<file path="config.mk">
export PLATFORM = sky130hd
export DESIGN_NAME = btn_input_ctrl
export DESIGN_NICKNAME = d
export VERILOG_FILES = /design/src/rtl/input_pkg.sv /design/src/rtl/btn_debounce.sv /design/src/rtl/btn_input_ctrl.sv
export SDC_FILE = /design/constraint.sdc
export NUM_CORES = 1
export LEC_CHECK = 0
export ABC_CLOCK_PERIOD_IN_PS = 3500
export CORE_ASPECT_RATIO = 0.5
export CORE_MARGIN = 1.5
export CORE_UTILIZATION = 59
export DETAILED_ROUTE_END_ITERATION = 8
export PLACE_DENSITY_LB_ADDON = 0.15
export SLEW_MARGIN = 20
export SYNTH_ARGS = -nofsm -noshare
export SYNTH_HDL_FRONTEND = slang
export SYNTH_SLANG_ARGS = --single-unit
</file>
<file path="constraint.sdc">
create_clock -name sys_clk -period 3.5 [get_ports sys_clk]
set_clock_uncertainty 0.2 [all_clocks]
set_input_delay 0.7 -clock sys_clk [delete_from_list [all_inputs] [get_ports sys_clk]]
set_output_delay 0.7 -clock sys_clk [all_outputs]
set_load 0.02 [all_outputs]
</file>
<file path="src/rtl/input_pkg.sv">
// ---------------------------------------------------------------------------
// input_pkg
// Shared definitions for the player-input front end.
//   jump_state_t    : jump FSM states (IDLE, CHARGE, RELEASE, COOLDOWN)
//   DEFAULT_*       : default parameter values used by btn_input_ctrl and
//                     btn_debounce
//   DEB_CNT_W       : width of the per-button debounce counter
//   cooldown_width  : width needed to hold a cooldown tick count
// ---------------------------------------------------------------------------
package input_pkg;

    typedef enum logic [1:0] {
        IDLE     = 2'd0,
        CHARGE   = 2'd1,
        RELEASE  = 2'd2,
        COOLDOWN = 2'd3
    } jump_state_t;

    localparam int DEFAULT_SYNC_STAGES    = 2;
    localparam int DEFAULT_DEBOUNCE_N     = 4;
    localparam int DEFAULT_CHARGE_W       = 6;
    localparam int DEFAULT_CHARGE_MAX     = 63;
    localparam int DEFAULT_COOLDOWN_TICKS = 8;

    // Debounce counter is fixed at 4 bits, which covers DEBOUNCE_N up to 15.
    localparam int DEB_CNT_W = 4;

    // A zero or one tick cooldown still needs a one-bit counter.
    function automatic int cooldown_width(input int ticks);
        return (ticks < 2) ? 1 : $clog2(ticks + 1);
    endfunction

endpackage

</file>
<file path="src/rtl/btn_debounce.sv">
// ---------------------------------------------------------------------------
// btn_debounce
// Synchroniser plus sample-strobed debouncer for one raw board button.
// Ports:
//   clk        in   system clock
//   rst_n      in   asynchronous active-low reset
//   sample_en  in   one-cycle strobe; the debounce counter only moves on it
//   raw        in   unsynchronised button pin
//   deb        out  debounced button level
// ---------------------------------------------------------------------------
module btn_debounce
    import input_pkg::*;
#(
    parameter int SYNC_STAGES = DEFAULT_SYNC_STAGES,
    parameter int DEBOUNCE_N  = DEFAULT_DEBOUNCE_N
) (
    input  logic clk,
    input  logic rst_n,
    input  logic sample_en,
    input  logic raw,
    output logic deb
);

    logic [SYNC_STAGES-1:0] sync;
    logic                   synced;
    logic [DEB_CNT_W-1:0]   cnt;

    assign synced = sync[SYNC_STAGES-1];

    // The synchroniser runs every clock so metastability settling does not
    // depend on how often the sample strobe fires.
    always_ff @(posedge clk or negedge rst_n) begin
        if (!rst_n) begin
            sync <= '0;
        end else begin
            sync <= {sync[SYNC_STAGES-2:0], raw};
        end
    end

    // Any sample that agrees with the current level restarts the count, so
    // only DEBOUNCE_N consecutive disagreeing samples can flip the level.
    always_ff @(posedge clk or negedge rst_n) begin
        if (!rst_n) begin
            cnt <= '0;
            deb <= 1'b0;
        end else if (sample_en) begin
            if (synced == deb) begin
                cnt <= '0;
            end else if (cnt == DEB_CNT_W'(DEBOUNCE_N - 1)) begin
                deb <= ~deb;
                cnt <= '0;
            end else begin
                cnt <= cnt + 1'b1;
            end
        end
    end

endmodule

</file>
<file path="src/rtl/btn_input_ctrl.sv">
// ---------------------------------------------------------------------------
// btn_input_ctrl
// Player-input front end: debounces the three board buttons, arbitrates
// left/right and runs the hold-to-charge jump FSM.
// Ports:
//   sys_clk            in   system clock
//   sys_rst_n          in   asynchronous active-low reset
//   sample_en          in   sampling strobe shared with the character block
//   raw_left/right/jump in  unsynchronised button pins
//   left_btn           out  debounced left level, suppressed while charging
//   right_btn          out  debounced right level, suppressed while charging
//   jump_btn           out  high while the jump is charging
//   jump_charge        out  live charge count
//   jump_release       out  one-clock pulse when a charged jump is released
//   jump_charge_final  out  charge captured at release, held until the next
// ---------------------------------------------------------------------------
module btn_input_ctrl
    import input_pkg::*;
#(
    parameter int SYNC_STAGES    = DEFAULT_SYNC_STAGES,
    parameter int DEBOUNCE_N     = DEFAULT_DEBOUNCE_N,
    parameter int CHARGE_W       = DEFAULT_CHARGE_W,
    parameter int CHARGE_MAX     = DEFAULT_CHARGE_MAX,
    parameter int COOLDOWN_TICKS = DEFAULT_COOLDOWN_TICKS
) (
    input  logic                sys_clk,
    input  logic                sys_rst_n,
    input  logic                sample_en,
    input  logic                raw_left,
    input  logic                raw_right,
    input  logic                raw_jump,
    output logic                left_btn,
    output logic                right_btn,
    output logic                jump_btn,
    output logic [CHARGE_W-1:0] jump_charge,
    output logic                jump_release,
    output logic [CHARGE_W-1:0] jump_charge_final
);

    localparam int COOL_W = cooldown_width(COOLDOWN_TICKS);

    logic        deb_left;
    logic        deb_right;
    logic        deb_jump;
    jump_state_t state_q;
    jump_state_t state_d;
    logic [COOL_W-1:0] cool_cnt;

    btn_debounce #(.SYNC_STAGES(SYNC_STAGES), .DEBOUNCE_N(DEBOUNCE_N)) u_deb_left (
        .clk       (sys_clk),
        .rst_n     (sys_rst_n),
        .sample_en (sample_en),
        .raw       (raw_left),
        .deb       (deb_left)
    );

    btn_debounce #(.SYNC_STAGES(SYNC_STAGES), .DEBOUNCE_N(DEBOUNCE_N)) u_deb_right (
        .clk       (sys_clk),
        .rst_n     (sys_rst_n),
        .sample_en (sample_en),
        .raw       (raw_right),
        .deb       (deb_right)
    );

    btn_debounce #(.SYNC_STAGES(SYNC_STAGES), .DEBOUNCE_N(DEBOUNCE_N)) u_deb_jump (
        .clk       (sys_clk),
        .rst_n     (sys_rst_n),
        .sample_en (sample_en),
        .raw       (raw_jump),
        .deb       (deb_jump)
    );

    always_ff @(posedge sys_clk or negedge sys_rst_n) begin
        if (!sys_rst_n) begin
            state_q <= IDLE;
        end else begin
            state_q <= state_d;
        end
    end

    // RELEASE lasts exactly one clock regardless of the strobe; a zero-tick
    // cooldown skips straight back to IDLE.
    always_comb begin
        state_d = state_q;
        unique case (state_q)
            IDLE: begin
                if (sample_en && deb_jump) state_d = CHARGE;
            end
            CHARGE: begin
                if (sample_en && !deb_jump) state_d = RELEASE;
            end
            RELEASE: begin
                state_d = (COOLDOWN_TICKS == 0) ? IDLE : COOLDOWN;
            end
            COOLDOWN: begin
                if (sample_en && (cool_cnt <= COOL_W'(1))) state_d = IDLE;
            end
            default: state_d = IDLE;
        endcase
    end

    // Charge starts at 1 on the press tick and saturates at CHARGE_MAX. The
    // final value is captured while in RELEASE, where the live charge is
    // frozen, and the live charge is cleared on the way out.
    always_ff @(posedge sys_clk or negedge sys_rst_n) begin
        if (!sys_rst_n) begin
            jump_charge       <= '0;
            jump_charge_final <= '0;
            cool_cnt          <= '0;
        end else begin
            unique case (state_q)
                IDLE: begin
                    if (sample_en && deb_jump) jump_charge <= CHARGE_W'(1);
                end
                CHARGE: begin
                    if (sample_en && deb_jump && (jump_charge < CHARGE_W'(CHARGE_MAX))) begin
                        jump_charge <= jump_charge + 1'b1;
                    end
                end
                RELEASE: begin
                    jump_charge_final <= jump_charge;
                    jump_charge       <= '0;
                    cool_cnt          <= COOL_W'(COOLDOWN_TICKS);
                end
                COOLDOWN: begin
                    if (sample_en && (cool_cnt != '0)) cool_cnt <= cool_cnt - 1'b1;
                end
                default: begin
                    jump_charge <= '0;
                end
            endcase
        end
    end

    // Horizontal motion is blocked while charging, and opposing directions
    // cancel each other out.
    always_comb begin
        jump_btn     = (state_q == CHARGE);
        jump_release = (state_q == RELEASE);
        left_btn     = deb_left & ~deb_right & (state_q != CHARGE);
        right_btn    = deb_right & ~deb_left & (state_q != CHARGE);
    end

endmodule
</file>
# Word-level counts from Yosys, hierarchy flattened

Index checks and enable logic that the tools add are counted.

Add/subtract/negate cells: 5
Order comparisons: 2
Equal/unequal tests: 15
Multiplexer cells: 15
Bitwise gates (word level): 10
Reductions and logical operators: 16

Operator list:

| operator                                                       | number |
|---|---|
| 2-to-1 mux 4 bit                                               | 7 |
| one-hot mux 6 bit (3 select lines)                             | 1 |
| AND reduction 3 bit                                            | 5 |
| adder 4 x 1 -> 4 bit, second input constant                    | 3 |
| == test 4 x 2 -> 1 bit, second input constant                  | 3 |
| 2-to-1 mux 6 bit                                               | 2 |
| one-hot mux 2 bit (4 select lines)                             | 1 |
| one-hot mux 4 bit (2 select lines)                             | 1 |
| adder 6 x 1 -> 6 bit, second input constant                    | 1 |
| less-than comparator 6 bit, second input constant              | 1 |
| 2-to-1 mux 2 bit                                               | 3 |
| inequality test 2 x 1 -> 1 bit, second input constant          | 3 |
| inequality test 2 bit, second input constant                   | 3 |
| inverter 1 bit                                                 | 6 |
| logical AND 1 bit                                              | 5 |
| AND 1 bit                                                      | 4 |
| == test 2 bit, second input constant                           | 2 |
| less-or-equal comparator 4 x 1 -> 1 bit, second input constant | 1 |
| nonzero test 4 bit                                             | 1 |
| subtractor 4 x 1 -> 4 bit, second input constant               | 1 |
| == test 1 bit                                                  | 3 |
| nonzero test 3 bit                                             | 1 |
| == test 2 x 1 -> 1 bit, second input constant                  | 1 |
| logical NOT 2 bit                                              | 1 |
| 3 further kinds                                                | 3 |

Bits in registers: 39
Input port bits: 6
Output and inout port bits: 16

# Logic depth before layout (Yosys ltp)

Depth in word-level cells: 4
Mapped depth: 6
Gate-level depth less buffers: 6

# Modules after synthesis

A second synthesis with hierarchy kept.

Cell total of the unflattened synthesis: 173
Area, all modules: 1986.9 µm²

Modules (own cells, without submodules):

| module         | instances | cells an instance | area each (µm²) | seq. area each (µm²) |
|---|---|---|---|---|
| btn_input_ctrl | 1         | 95                | 1007.2          | 450.4 |
| btn_debounce   | 3         | 26                | 326.6           | 175.2 |

# Worst setup path before layout

OpenSTA, ideal clock, no wires.

Path kind: register -> output
Start: reg state_q[1]
End: out left_btn
Arrival: 1.448 ns
Data required time: 2.600 ns
Setup slack: 1.152 ns
Stages on the path, launching flop included: 5
Path through: dfrtp_1 -> inv_1 -> ha_1 -> buf_2 -> nor3b_1

Word-level cells in the longest chain between the ends: 2

RTL lines:

| item                           | line                  | RTL |
|---|---|---|
| start, declared                | btn_input_ctrl.sv:45  | `jump_state_t state_q;` |
| start signal, assigned         | btn_input_ctrl.sv:77  | `state_q <= state_d;` |
| inequality test 2 x 1 -> 1 bit | btn_input_ctrl.sv:140 | `left_btn = deb_left & ~deb_right & (state_q != CHARGE);` |
| AND 1 bit                      | btn_input_ctrl.sv:140 |  |
| end, declared                  | btn_input_ctrl.sv:32  | `output logic left_btn,` |

No other way between the ends.

# Worst setup path after layout

Start: reg state_q[1]
End: out right_btn

Word-level cells in the longest chain between the ends: 2

RTL lines:

| item                           | line                  | RTL |
|---|---|---|
| inequality test 2 x 1 -> 1 bit | btn_input_ctrl.sv:141 | `right_btn = deb_right & ~deb_left & (state_q != CHARGE);` |
| AND 1 bit                      | btn_input_ctrl.sv:141 |  |
| end, declared                  | btn_input_ctrl.sv:33  | `output logic right_btn,` |

No other way between the ends.

==> impl_metrics.yaml <==
run_status:
  run_status: "completed"
setup_path:
  worst_setup_path_start_kind: "flip-flop"
  cp_data_required_time_ps: 2600
  crit_fanout: 13
  cp.arrival_ps: 2010
  cp-end-kind: "primary output"
  path_class: "reg2out"
global_route:
  grt_pass1_wl_um: 5851
  globalRoute.totalOverflow: 0
  grt_usage: 0.2083
  maximum_number_of_pins_on_one_net_before_global_route_repair: 40
  vias_in_the_first_global_route: 1325
  number_of_antenna_violations_at_the_first_check_in_global_routing: 0
clock_network:
  cts_hold_buffers: 0
  clock-sinks: 39
  postCtsSetupRepairBufs: 0
  clk_pin_slew_ps: 80
  tritoncts.num_buffers: 5
  clock_insertion_delay_worst_skew_ps: 280
  tritoncts: "built"
  cts_root_buf: "sky130_fd_sc_hd__clkbuf_8"
  cts-htree-levels: 2
  clockBufferDepth: 2
  cts.repair.resized: 0
placement:
  postPlaceCellArea_um2: 2192
  place.gp.congestion: 0.7939
  hpwl_um: 2401
  buffer_ports.inserted: 21
route:
  wl_um: 3403
  dr_total_vias: 1366
  drtIter0Drc: 67
  first_pass_iters: 4
  postRouteAntennaNets: 0
  route.detailed.drc: 0
  wire_per_inst_um: 14.48
  via_per_inst: 5.813
synth:
  yosys.cell_types.count: 41
  post_synth_instance_area_um2: 1948
  ys_ff_latch: 39
  synth_edf_count: 0
  post_synth_main_area_contributors: "sky130_fd_sc_hd__dfrtp_1 (50%), sky130_fd_sc_hd__ha_1 (7.7%), sky130_fd_sc_hd__mux2_1 (6.9%), sky130_fd_sc_hd__mux2i_1 (3.1%), sky130_fd_sc_hd__nand2_1 (2.5%)"
  yosys_most_used_dff: "sky130_fd_sc_hd__dfrtp_1"
  postSynthNetCount: 188
  async_flop_share: 1.000
  synth_area_per_cell_um2: 11.46
  synth_top_cell_by_area: "sky130_fd_sc_hd__dfrtp_1"
  synth.yosys.seq_area_share: 0.5010
  post-synth-top-area-fraction: 0.5010
  syn-instance-count: 170
  yosys_warnings: 0
floorplanning:
  core_area_um2: 3065
  pin_count: 22
  number_of_standard_cell_rows_in_the_floorplan: 14
  initial_core_util: 0.6355
  die_area_um2: 3676
  die_y_um: 43.63
  dieWidth_um: 84.27
timing:
  report.final.setup_viol: 0
  final-hold-violation-count: 0
  max_clock_freq_mhz: 344.0
  grt_setup_unrepaired: "false"
  worst_slew_margin_rel: 0.4457
  tightest_slew_ps: 831.4
  final.period_utilization: 0.8305
  timing.setup.tns_ps: 0
  final_max_slew_viol_count: 0
  final.min_clock_period_ps: 2907
layout:
  drive_above_1_share: 0.07692
  diodes: 0
  area_growth_pct: 17.79
  final_nets: 213
  layout.cell_area.non_filler_um2: 2295
hold_path:
  hold_path.class: "reg2reg"
power:
  power.leakage_uw: 0.001040
  ir_drop_worst_case_vdd_mv: 0.5578
  pwr_density_cell_nw_per_um2: 765.6
flow_run:
  maxCapViolCount: 0
logic make-up (layout without fill, tap and decap cells):
family	count (synthesis)	after routing	synth area share
flip-flops	39	39	0.5010
AO/OA/AOI/OAI	37	37	0.1497
multiplexers	18	18	0.1002
XOR/XNOR	5	5	0.02248
adder cells (fa/ha/maj)	12	12	0.07707
buffers and inverters	15	40	0.03275
AND/OR/NAND/NOR	44	44	0.1169
layout make-up:
cell class,instances,area [um2]
Fill cell,191,770.7
Clock inverter,1,30.03
Tap cell,40,50.05
Sequential cell,39,975.9
Inverter,10,37.54
Multi-Input combinational cell,116,908.4
Timing Repair Buffer,23,220.2
Clock buffer,6,72.57
Yosys cell counts, types with 3 or more instances:
master,count
sky130_fd_sc_hd__xnor2_1,4
sky130_fd_sc_hd__buf_2,3
sky130_fd_sc_hd__inv_1,9
sky130_fd_sc_hd__mux2i_1,6
sky130_fd_sc_hd__mux2_1,12
sky130_fd_sc_hd__a22o_1,3
sky130_fd_sc_hd__a21oi_1,5
sky130_fd_sc_hd__nor3b_1,3
sky130_fd_sc_hd__dfrtp_1,39
sky130_fd_sc_hd__o21ai_1,3
sky130_fd_sc_hd__ha_1,12
sky130_fd_sc_hd__nand3_1,7
sky130_fd_sc_hd__nor2b_1,3
sky130_fd_sc_hd__nand2_1,13
sky130_fd_sc_hd__a41oi_1,3
sky130_fd_sc_hd__nor2_1,7
sky130_fd_sc_hd__and3_1,3
sky130_fd_sc_hd__a31oi_1,5
per-layer routing:
metal	share of wire	track usage
met1	0.48	0.2534
met3	0.044	0.06476
met5	0	0
met2	0.46	0.3648
met4	0.012	0.06885
metrics by stage:
| step | total power (uW) | std cells | worst slack (ps) | hold WS, ps | utilization |
|---|---|---|---|---|---|
| after floorplan | 1189 | 170 | 1152 | 131.2 | - |
| after global placement | 1380 | 228 | 948.6 | 132.5 | 0.7151 |
| after detailed placement | 1409 | 228 | 897.1 | 135.5 | 0.7151 |
| after CTS | 1771 | 235 | 587.4 | 151.8 | 0.7486 |
| after global routing | 1875 | 235 | 423.6 | 157.4 | 0.7486 |
| final | 1757 | 235 | 593.4 | 148.4 | 0.7486 |
worst max-delay path, cell delays in order, from the launching register on:
cell and delay (ps):
sky130_fd_sc_hd__dfrtp_1 390, sky130_fd_sc_hd__inv_1 90, sky130_fd_sc_hd__ha_1 360, sky130_fd_sc_hd__nor3b_1 250, sky130_fd_sc_hd__clkdlybuf4s50_1 640
worst paths after layout:
check / from / endpoint / slack, ps / cells after the start
max: state_q[1] / right_btn / 590 / 4
min: u_deb_right.sync[0] / u_deb_right.sync[1] / 150 / 0
max reg2reg: state_q[1] / state_q[1] / 1450 / 5
min reg2reg: u_deb_right.sync[0] / u_deb_right.sync[1] / 150 / 0
max in group asynchronous: sys_rst_n / cool_cnt[1] / 2260 / 1
min in group asynchronous: sys_rst_n / u_deb_left.cnt[2] / 310 / 1
power breakdown:
| group | internal [uW] | total [uW] | switching [uW] |
|---|---|---|---|
| combinational | 336 | 731 | 395 |
| clock | 209 | 355 | 146 |
| sequential | 559 | 670 | 112 |
| total | 1100 | 1760 | 653 |
layout by cell type (no fill, tap or decap), types with 2 or more instances in the layout:
cell type,n
sky130_fd_sc_hd__a21oi_1,5
sky130_fd_sc_hd__or3_1,2
sky130_fd_sc_hd__buf_4,2
sky130_fd_sc_hd__a211oi_2,2
sky130_fd_sc_hd__and3_1,3
sky130_fd_sc_hd__a41oi_1,3
sky130_fd_sc_hd__o21ai_1,3
sky130_fd_sc_hd__dfrtp_1,39
sky130_fd_sc_hd__nor2b_1,3
sky130_fd_sc_hd__ha_1,12
sky130_fd_sc_hd__o21ai_0,2
sky130_fd_sc_hd__mux2i_1,6
sky130_fd_sc_hd__o2bb2ai_1,2
sky130_fd_sc_hd__a22o_1,3
sky130_fd_sc_hd__o211a_1,2
sky130_fd_sc_hd__a32o_1,2
sky130_fd_sc_hd__nor3b_1,3
sky130_fd_sc_hd__nand2_1,13
sky130_fd_sc_hd__mux2_1,12
sky130_fd_sc_hd__inv_1,9
sky130_fd_sc_hd__xnor2_1,4
sky130_fd_sc_hd__nand3b_1,2
sky130_fd_sc_hd__a31oi_1,5
sky130_fd_sc_hd__clkdlybuf4s50_1,20
sky130_fd_sc_hd__nor2_1,7
sky130_fd_sc_hd__nand3_1,7
sky130_fd_sc_hd__clkbuf_8,5
sequential cells by signal, indices dropped and copies added (netlist names):
| register | count |
|---|---|
| cool_cnt | 4 |
| jump_charge_final | 6 |
| u_deb_left.deb | 1 |
| u_deb_jump.cnt | 4 |
| u_deb_jump.sync | 2 |
| u_deb_right.sync | 2 |
| u_deb_right.cnt | 4 |
| u_deb_right.deb | 1 |
| state_q | 2 |
| jump_charge | 6 |
| u_deb_left.cnt | 4 |
| u_deb_left.sync | 2 |
| u_deb_jump.deb | 1 |
Note: power is estimated with default switching activity, not from simulation.
